`config.mk`:
```
export PLATFORM = sky130hd
export DESIGN_NAME = modn_counter_disp_flat
export DESIGN_NICKNAME = d
export VERILOG_FILES = /design/src/rtl/modn_counter_disp_if.sv /design/src/rtl/modn_counter_disp.sv /design/src/flat_wrapper.sv
export SDC_FILE = /design/constraint.sdc
export NUM_CORES = 1
export LEC_CHECK = 0
export ABC_AREA = 1
export CORE_MARGIN = 2
export CORE_UTILIZATION = 44
export CTS_CLUSTER_DIAMETER = 120
export DETAILED_ROUTE_END_ITERATION = 7
export PLACE_DENSITY = 0.8
export RECOVER_POWER = 100
export SETUP_SLACK_MARGIN = 0.2
export SLEW_MARGIN = 0
export SYNTH_ARGS = -nofsm -noshare
export SYNTH_HDL_FRONTEND = slang
export SYNTH_SLANG_ARGS = --single-unit
export TNS_END_PERCENT = 50
```
`constraint.sdc`:
```
create_clock -name CLK -period 1.8 [get_ports CLK]
set_clock_uncertainty 0.1 [all_clocks]
set_input_delay 0.54 -clock CLK [delete_from_list [all_inputs] [get_ports CLK]]
set_output_delay 0.54 -clock CLK [all_outputs]
set_load 0.1 [all_outputs]
```
`src/rtl/modn_counter_disp_if.sv`:
```
// Bus between the mod-N counter and its user: control strobes in, count/pulses/segments out.
// The master drives the controls; the counter presents the slave view.
interface modn_counter_disp_if #(
    parameter int WIDTH = 4
) ();
    logic             iEn;
    logic             iUp;
    logic             iLoad;
    logic [WIDTH-1:0] iLoadVal;
    logic [WIDTH-1:0] oQ;
    logic             oTick;
    logic             oTC;
    logic [6:0]       oDisplay;

    modport master (
        output iEn, iUp, iLoad, iLoadVal,
        input  oQ, oTick, oTC, oDisplay
    );

    modport slave (
        input  iEn, iUp, iLoad, iLoadVal,
        output oQ, oTick, oTC, oDisplay
    );
endinterface

```
`src/rtl/modn_counter_disp.sv`:
```
// Modulo-N up/down counter with an enable-gated prescaler, clamped parallel load,
// tick/terminal-count pulses and a 7-segment hex decode of the low nibble.
module modn_counter_disp #(
    parameter int WIDTH   = 4,
    parameter int MODULUS = 10,
    parameter int DIV     = 2
) (
    input  logic                 CLK,
    input  logic                 rst,
    modn_counter_disp_if.slave   bus
);
    localparam int               PW    = (DIV > 1) ? $clog2(DIV) : 1;
    localparam logic [WIDTH-1:0] MAX_Q = WIDTH'(MODULUS - 1);
    localparam logic [PW-1:0]    PRE_LAST = PW'(DIV - 1);

    function automatic logic [6:0] seg_decode(input logic [3:0] nib);
        logic [6:0] seg;
        case (nib)
            4'h0:    seg = 7'h3F;
            4'h1:    seg = 7'h06;
            4'h2:    seg = 7'h5B;
            4'h3:    seg = 7'h4F;
            4'h4:    seg = 7'h66;
            4'h5:    seg = 7'h6D;
            4'h6:    seg = 7'h7D;
            4'h7:    seg = 7'h07;
            4'h8:    seg = 7'h7F;
            4'h9:    seg = 7'h6F;
            4'hA:    seg = 7'h77;
            4'hB:    seg = 7'h7C;
            4'hC:    seg = 7'h39;
            4'hD:    seg = 7'h5E;
            4'hE:    seg = 7'h79;
            4'hF:    seg = 7'h71;
            default: seg = 7'h00;
        endcase
        return seg;
    endfunction

    logic [PW-1:0]    pre_r;
    logic [PW-1:0]    pre_next_s;
    logic [WIDTH-1:0] q_r;
    logic [WIDTH-1:0] q_next_s;
    logic             tick_r;
    logic             tick_next_s;
    logic             tc_r;
    logic             tc_next_s;
    logic [6:0]       display_r;
    logic [3:0]       nib_next_s;

    // Decode of the next count so the registered segments change on the same edge as oQ.
    generate
        if (WIDTH >= 4) begin : g_nib_wide
            assign nib_next_s = q_next_s[3:0];
        end else begin : g_nib_narrow
            assign nib_next_s = {{(4 - WIDTH){1'b0}}, q_next_s};
        end
    endgenerate

    // Next-state: load beats tick beats hold; a coinciding tick is dropped by the load branch.
    always_comb begin
        pre_next_s  = pre_r;
        q_next_s    = q_r;
        tick_next_s = 1'b0;
        tc_next_s   = 1'b0;
        if (bus.iLoad) begin
            pre_next_s = {PW{1'b0}};
            if (bus.iLoadVal > MAX_Q) begin
                q_next_s = MAX_Q;
            end else begin
                q_next_s = bus.iLoadVal;
            end
        end else if (bus.iEn) begin
            if (pre_r == PRE_LAST) begin
                pre_next_s  = {PW{1'b0}};
                tick_next_s = 1'b1;
                if (bus.iUp) begin
                    if (q_r == MAX_Q) begin
                        q_next_s  = {WIDTH{1'b0}};
                        tc_next_s = 1'b1;
                    end else begin
                        q_next_s = q_r + WIDTH'(1);
                    end
                end else begin
                    if (q_r == {WIDTH{1'b0}}) begin
                        q_next_s  = MAX_Q;
                        tc_next_s = 1'b1;
                    end else begin
                        q_next_s = q_r - WIDTH'(1);
                    end
                end
            end else begin
                pre_next_s = pre_r + PW'(1);
            end
        end else begin
            pre_next_s = pre_r;
        end
    end

    // State and output registers with synchronous reset.
    always_ff @(posedge CLK) begin
        if (rst) begin
            pre_r     <= {PW{1'b0}};
            q_r       <= {WIDTH{1'b0}};
            tick_r    <= 1'b0;
            tc_r      <= 1'b0;
            display_r <= 7'h3F;
        end else begin
            pre_r     <= pre_next_s;
            q_r       <= q_next_s;
            tick_r    <= tick_next_s;
            tc_r      <= tc_next_s;
            display_r <= seg_decode(nib_next_s);
        end
    end

    assign bus.oQ       = q_r;
    assign bus.oTick    = tick_r;
    assign bus.oTC      = tc_r;
    assign bus.oDisplay = display_r;
endmodule
```
`src/flat_wrapper.sv`:
```
// flat-port wrapper written by rule: the top's interface ports become plain ports
module modn_counter_disp_flat 
#(
    parameter int WIDTH   = 4,
    parameter int MODULUS = 10,
    parameter int DIV     = 2
)
  (CLK, rst, bus_iEn, bus_iUp, bus_iLoad, bus_iLoadVal, bus_oQ, bus_oTick, bus_oTC, bus_oDisplay);
  modn_counter_disp_if #(.WIDTH(WIDTH)) bus_i ();
  input  logic CLK;
  input  logic rst;
  input wire logic [$bits(bus_i.iEn)-1:0] bus_iEn;
  input wire logic [$bits(bus_i.iUp)-1:0] bus_iUp;
  input wire logic [$bits(bus_i.iLoad)-1:0] bus_iLoad;
  input wire logic [$bits(bus_i.iLoadVal)-1:0] bus_iLoadVal;
  output wire logic [$bits(bus_i.oQ)-1:0] bus_oQ;
  output wire logic [$bits(bus_i.oTick)-1:0] bus_oTick;
  output wire logic [$bits(bus_i.oTC)-1:0] bus_oTC;
  output wire logic [$bits(bus_i.oDisplay)-1:0] bus_oDisplay;
  assign bus_i.iEn = bus_iEn;
  assign bus_i.iUp = bus_iUp;
  assign bus_i.iLoad = bus_iLoad;
  assign bus_i.iLoadVal = bus_iLoadVal;
  assign bus_oQ = bus_i.oQ;
  assign bus_oTick = bus_i.oTick;
  assign bus_oTC = bus_i.oTC;
  assign bus_oDisplay = bus_i.oDisplay;
  modn_counter_disp #(.WIDTH(WIDTH), .MODULUS(MODULUS), .DIV(DIV)) u_core (.CLK(CLK), .rst(rst), .bus(bus_i));
endmodule
```
==> Yosys cells after proc, flatten, opt, wreduce, memory -nomap -nowiden <==
Memory sizes are Yosys's and may differ from the RTL's. A register that Yosys moved wholly into a read port is not among the register bits.
Cells that the tools add are included.
{ "classes": {"add_sub_neg": 3, "n_lt_le_gt_ge": 1, "n_eq_ne": 1, "mux": 12, "n_bitwise": 2, "n_reduce_logical": 4} }
{ "op_table": {"columns": ["operator", "count"], "rows": [
  ["$mux W4", 7],
  ["$mux W1", 5],
  ["$add A4 B1 Y4 const B", 1],
  ["$eq A4 B4 Y1 const B", 1],
  ["$gt A4 B4 Y1 const B", 1],
  ["$logic_not A4 Y1", 1],
  ["$reduce_or A4 Y1", 1],
  ["$sub A4 B1 Y4 const B", 1],
  ["$reduce_or A3 Y1", 1],
  ["$not A1 Y1", 2],
  ["$reduce_or A2 Y1", 1],
  ["$add A1 B1 Y1 const B", 1]
]} }
{ "totals": {"regBits": 7, "mem_bits_ro": 112, "out_inout_bits": 13, "word_cells": 28, "mem_count": 1} }
{ "mem_list": {"columns": ["name", "depth", "width", "rd", "rd_clocked_by_memory_dff", "write_ports", "line", "rtl"], "rows": [
  ["(name not given)", 16, 7, 1, 1, 0, "modn_counter_disp.sv:18", "case (nib)"]
]} }

==> Longest topological paths before layout <==
{ "logic_depth": {"ltp_word": 6, "ltp_mapped": 15, "mapped_depth_nobuf": 14} }

==> Worst setup path after synthesis <==
No wires, ideal clock.
{ "synth_timing": {"kind": "flip-flop to flip-flop", "from": "register u_core.q_r[0], in the netlist u_core.bus.oQ[0]", "to": "register u_core.display_r[3], in the netlist u_core.bus.oDisplay[3]", "t_arrival_ns": 2.281, "path_slack_ns": -0.704, "path_stages_with_launch": 16, "path_buffers": 1, "path_cell_list": "dfxtp_1 buf_6 nor2_1 o21ai_0 nand2_1 nand2_1 nand3_1 nand2_1 nand2_1 inv_1 ha_1 inv_1 nand3_1 nand2_1 nand2_1 nand3_1"} }
{ "synth_via": {"elab_chain_len": 6, "word_cells_on_any_way": 10} }
{ "synth_rtl": {"columns": ["item", "line", "rtl"], "rows": [
  ["start, declared", "modn_counter_disp.sv:42", "logic [WIDTH-1:0] q_r;"],
  ["start signal, assigned", "modn_counter_disp.sv:104", "q_r <= {WIDTH{1'b0}};"],
  ["start signal, assigned", "modn_counter_disp.sv:110", "q_r <= q_next_s;"],
  ["$sub A4 B1 Y4, or another cell as far along", "modn_counter_disp.sv:89", "q_next_s = q_r - WIDTH'(1);"],
  ["$mux W4 (on tied branches)", "modn_counter_disp.sv:85, modn_counter_disp.sv:78", null],
  ["$mux W4 *", "modn_counter_disp.sv:77", "if (bus.iUp) begin"],
  ["$mux W4 *", "modn_counter_disp.sv:74", "if (pre_r == PRE_LAST) begin"],
  ["$mux W4 *", "modn_counter_disp.sv:73", "end else if (bus.iEn) begin"],
  ["$mux W4 *", "modn_counter_disp.sv:66", "if (bus.iLoad) begin"],
  ["named net u_core.nib_next_s[1]", "modn_counter_disp.sv:49", "logic [3:0] nib_next_s;"],
  ["end, declared", "modn_counter_disp.sv:48", "logic [6:0] display_r;"]
]} }
Mark *: on every way through the listed nets, which the timed path passes. The rest lies on a longest branch.
A chain may end at the register's enable or synchronous reset.

==> Worst setup path after layout <==
{ "layout_timing": {"from": "register u_core.q_r[1], in the netlist u_core.bus.oQ[1]", "to": "register u_core.display_r[2], in the netlist u_core.bus.oDisplay[2]"} }
{ "layout_via": {"elab_chain_len": 6, "word_cells_on_any_way": 10} }
{ "layout_rtl": {"columns": ["item", "line"], "rows": [
  ["$sub A4 B1 Y4, or another cell as far along", "modn_counter_disp.sv:89"],
  ["$mux W4 (on tied branches)", "modn_counter_disp.sv:85, modn_counter_disp.sv:78"],
  ["$mux W4", "modn_counter_disp.sv:77"],
  ["$mux W4", "modn_counter_disp.sv:74"],
  ["$mux W4 *", "modn_counter_disp.sv:73"],
  ["$mux W4 *", "modn_counter_disp.sv:66"]
]} }
Mark *: on every way between the ends. The rest lies on a longest branch, timed or not.

==> metrics.cfg <==
[floorplanning]
coreArea_sq_um = 1980
rows = 16
io_pins = 22
initial_core_util = 0.475
die-width_um = 50.3
die_area_sq_um = 2530
die_y_um = 50.3

[worst_setup_path]
critPathKind = register to register
crit_required_ps = 1880
r2r_slack_ps = -130
max_stage_delay_ps = 390
critPathSlowestCell = dfxtp_4
crit_path_end_kind = register
path_cells = buf_4 -> nor2_1 -> nand2_1 -> nand3_1 -> nand2_1 -> nand2_1 -> nand2_2 -> nand2_2 -> nand3_2 -> o21ai_1 -> nand2_1
critPathMaxFanout = 5
cp.arrival_ps = 2010
start_kind = register
cp_common_cell = nand2_1

[timing]
slew_violations = 0
max_freq_mhz = 519
post-route-min-period_ps = 1930
setup_violations = 7
period_share = 1.07
hold_viol = 0
rsz0062_at_grt = true
final.setup.worst_slack_ps = -127
slew_headroom = 0.819
worstMarginPinSlew_ps = 270

[cts]
cts_buffers = 3
clk_pin_slew_ps = 110
clockBufferDepth = 2
htreeDepth = 1
cts_num_sinks = 14
ctsRootBufferMaster = clkbuf_4
clk_latency_ps = 300
cts_hold_buf = 0
cts_tree = yes

[routing]
dr.max_layer_used = met4
drt_iter0_drc = 130
drc = 0
routed-wl-met2_mm = 2.14
m1WireLength_mm = 1.60
wl_mm = 4.55
ant_nets = 0
vias_per_cell = 6.06
dr.pass1.iters = 8
num_vias = 1352
met3_length_um = 471
wire_per_inst_um = 20.4

[synth]
ys_warn_count = 0
syn-num-nets = 160
yosysSeqAreaShare = 0.297
netlist_instances = 144
synth.distinct_cells = 22
avgSynthCellArea_sq_um = 6.54
syn_area_sq_um = 942
ys_ff_latch = 14

[placement]
postPlaceCellArea_sq_um = 1480
pre_cts_slack_ps = -680
place_hpwl_mm = 2.12
gp_congestion = 0.987
placement.io_buffers = 21

[grt]
antenna_found_initial = 0
grt_max_degree = 9
first_global_vias = 1317
overflow = 0
grt_pass1_wl_mm = 5.80
track_usage = 0.301

[run_status]
violations = negative setup slack
outcome = finished, violations left

[final_layout]
nets = 213
fillers = 89
area_delta_synth_final_pct = 88.8
diodes = 0
fin_area_sq_um = 1780
drive_gt1_frac = 0.541

[min_path]
min_path_type = register to register

[run]
cap_violations = 0

[power]
leakage_nw = 0.849
powerDensity_nw_per_um2 = 711
p_total_mw = 1.26
irDropWorstVdd_mv = 0.505

-- logic make-up (layout without fill, tap and decap cells) --
group,after synthesis,count (layout),share of synthesized area
compound gates,17,17,0.104
simple gates,84,84,0.409
buf+inv,22,74,0.0969
flops,14,14,0.297
fa+ha+maj,7,7,0.0930
-- power breakdown --
part	internal (mW)	switching [mW]
Sequential	0.333	0.0300
Clock	0.123	0.133
Combinational	0.239	0.405
-- synth_stat cells --
master,instances,share of area
a21oi_1,4,0.021
buf_2,1,0.0053
inv_2,3,0.012
nand2_8,1,0.021
nand3_1,18,0.096
nor2_2,1,0.0066
dfxtp_1,14,0.30
o21ai_2,1,0.0093
nand2_1,46,0.18
nor3_1,1,0.0053
a21boi_2,1,0.012
o21a_1,1,0.0080
nand2_2,5,0.033
nor2_1,8,0.032
nand4_1,3,0.020
o21ai_1,3,0.016
inv_1,16,0.064
ha_1,7,0.093
nand2_4,1,0.012
buf_6,1,0.012
clkinv_1,1,0.0040
o21ai_0,7,0.037
-- timing repair --
action	in CTS	in global routing
gates cloned	0	0
resized for setup	45	22
pin swaps	26	4
buffers inserted	10	3
endpoints found under the setup margin	11	13
-- cells in the final DEF, fill, tap and decap left out, types with 4 or more instances in the layout --
cell,instances
o21ai_2,4
nand3_1,15
nand2_1,34
buf_4,27
nand2_2,13
nor2_1,7
buf_12,13
dfxtp_1,10
inv_1,9
ha_2,4
nand2_4,5
dfxtp_4,4
inv_2,8
o21ai_4,4
-- per-layer routing --
layer	track usage	vias up
li1	-	567
met1	0.331	612
met2	0.542	126
met3	0.0357	47
met4	0.190	0
met5	0	-
-- final cells by class --
| type | count | area (sq um) | share of cell area |
|---|---|---|---|
| clock buffer | 4 | 36.3 | 0.0204 |
| tap | 27 | 33.8 | 0.0190 |
| inverter | 20 | 86.3 | 0.0485 |
| timing repair buffer | 50 | 561 | 0.315 |
| multi-input combinational | 108 | 767 | 0.431 |
| sequential | 14 | 295 | 0.166 |
-- flip-flops by register name, summed over array words and instances, names as in the netlist --
signal / count
u_core.bus.oDisplay: 7
u_core.bus.oQ: 4
u_core.bus.oTC: 1
u_core.bus.oTick: 1
u_core.pre_r: 1
-- per-stage QoR --
stage                     TNS, ps  cells  hold WS (ps)  utilization
after floorplan             -40.3    144           377            -
after detailed placement    -5600    206           424        0.746
final                        -275    223           465        0.898
after global routing         -519    223           484        0.898
after CTS                       0    220           470        0.852
after global placement      -4440    206           395        0.746
-- worst max-delay path: cells and delay by family, from the launching register on --
family / cells / cell delay, ps
AO/OA/AOI/OAI: 1 / 200
flip-flops: 1 / 390
AND/OR/NAND/NOR: 9 / 970
buffers and inverters: 1 / 160
-- worst paths after layout --
kind	startpoint	end	cells after the start
setup / recovery	u_core.bus.oQ[1]$_SDFF_PP0_	u_core.bus.oDisplay[2]$_SDFF_PP1_	11
hold / removal	u_core.pre_r$_SDFFE_PP0P_	u_core.pre_r$_SDFFE_PP0P_	2
setup reg to reg	u_core.bus.oQ[1]$_SDFF_PP0_	u_core.bus.oDisplay[2]$_SDFF_PP1_	11
hold reg to reg	u_core.pre_r$_SDFFE_PP0P_	u_core.pre_r$_SDFFE_PP0P_	2
Power figures use the tool's default switching activity.
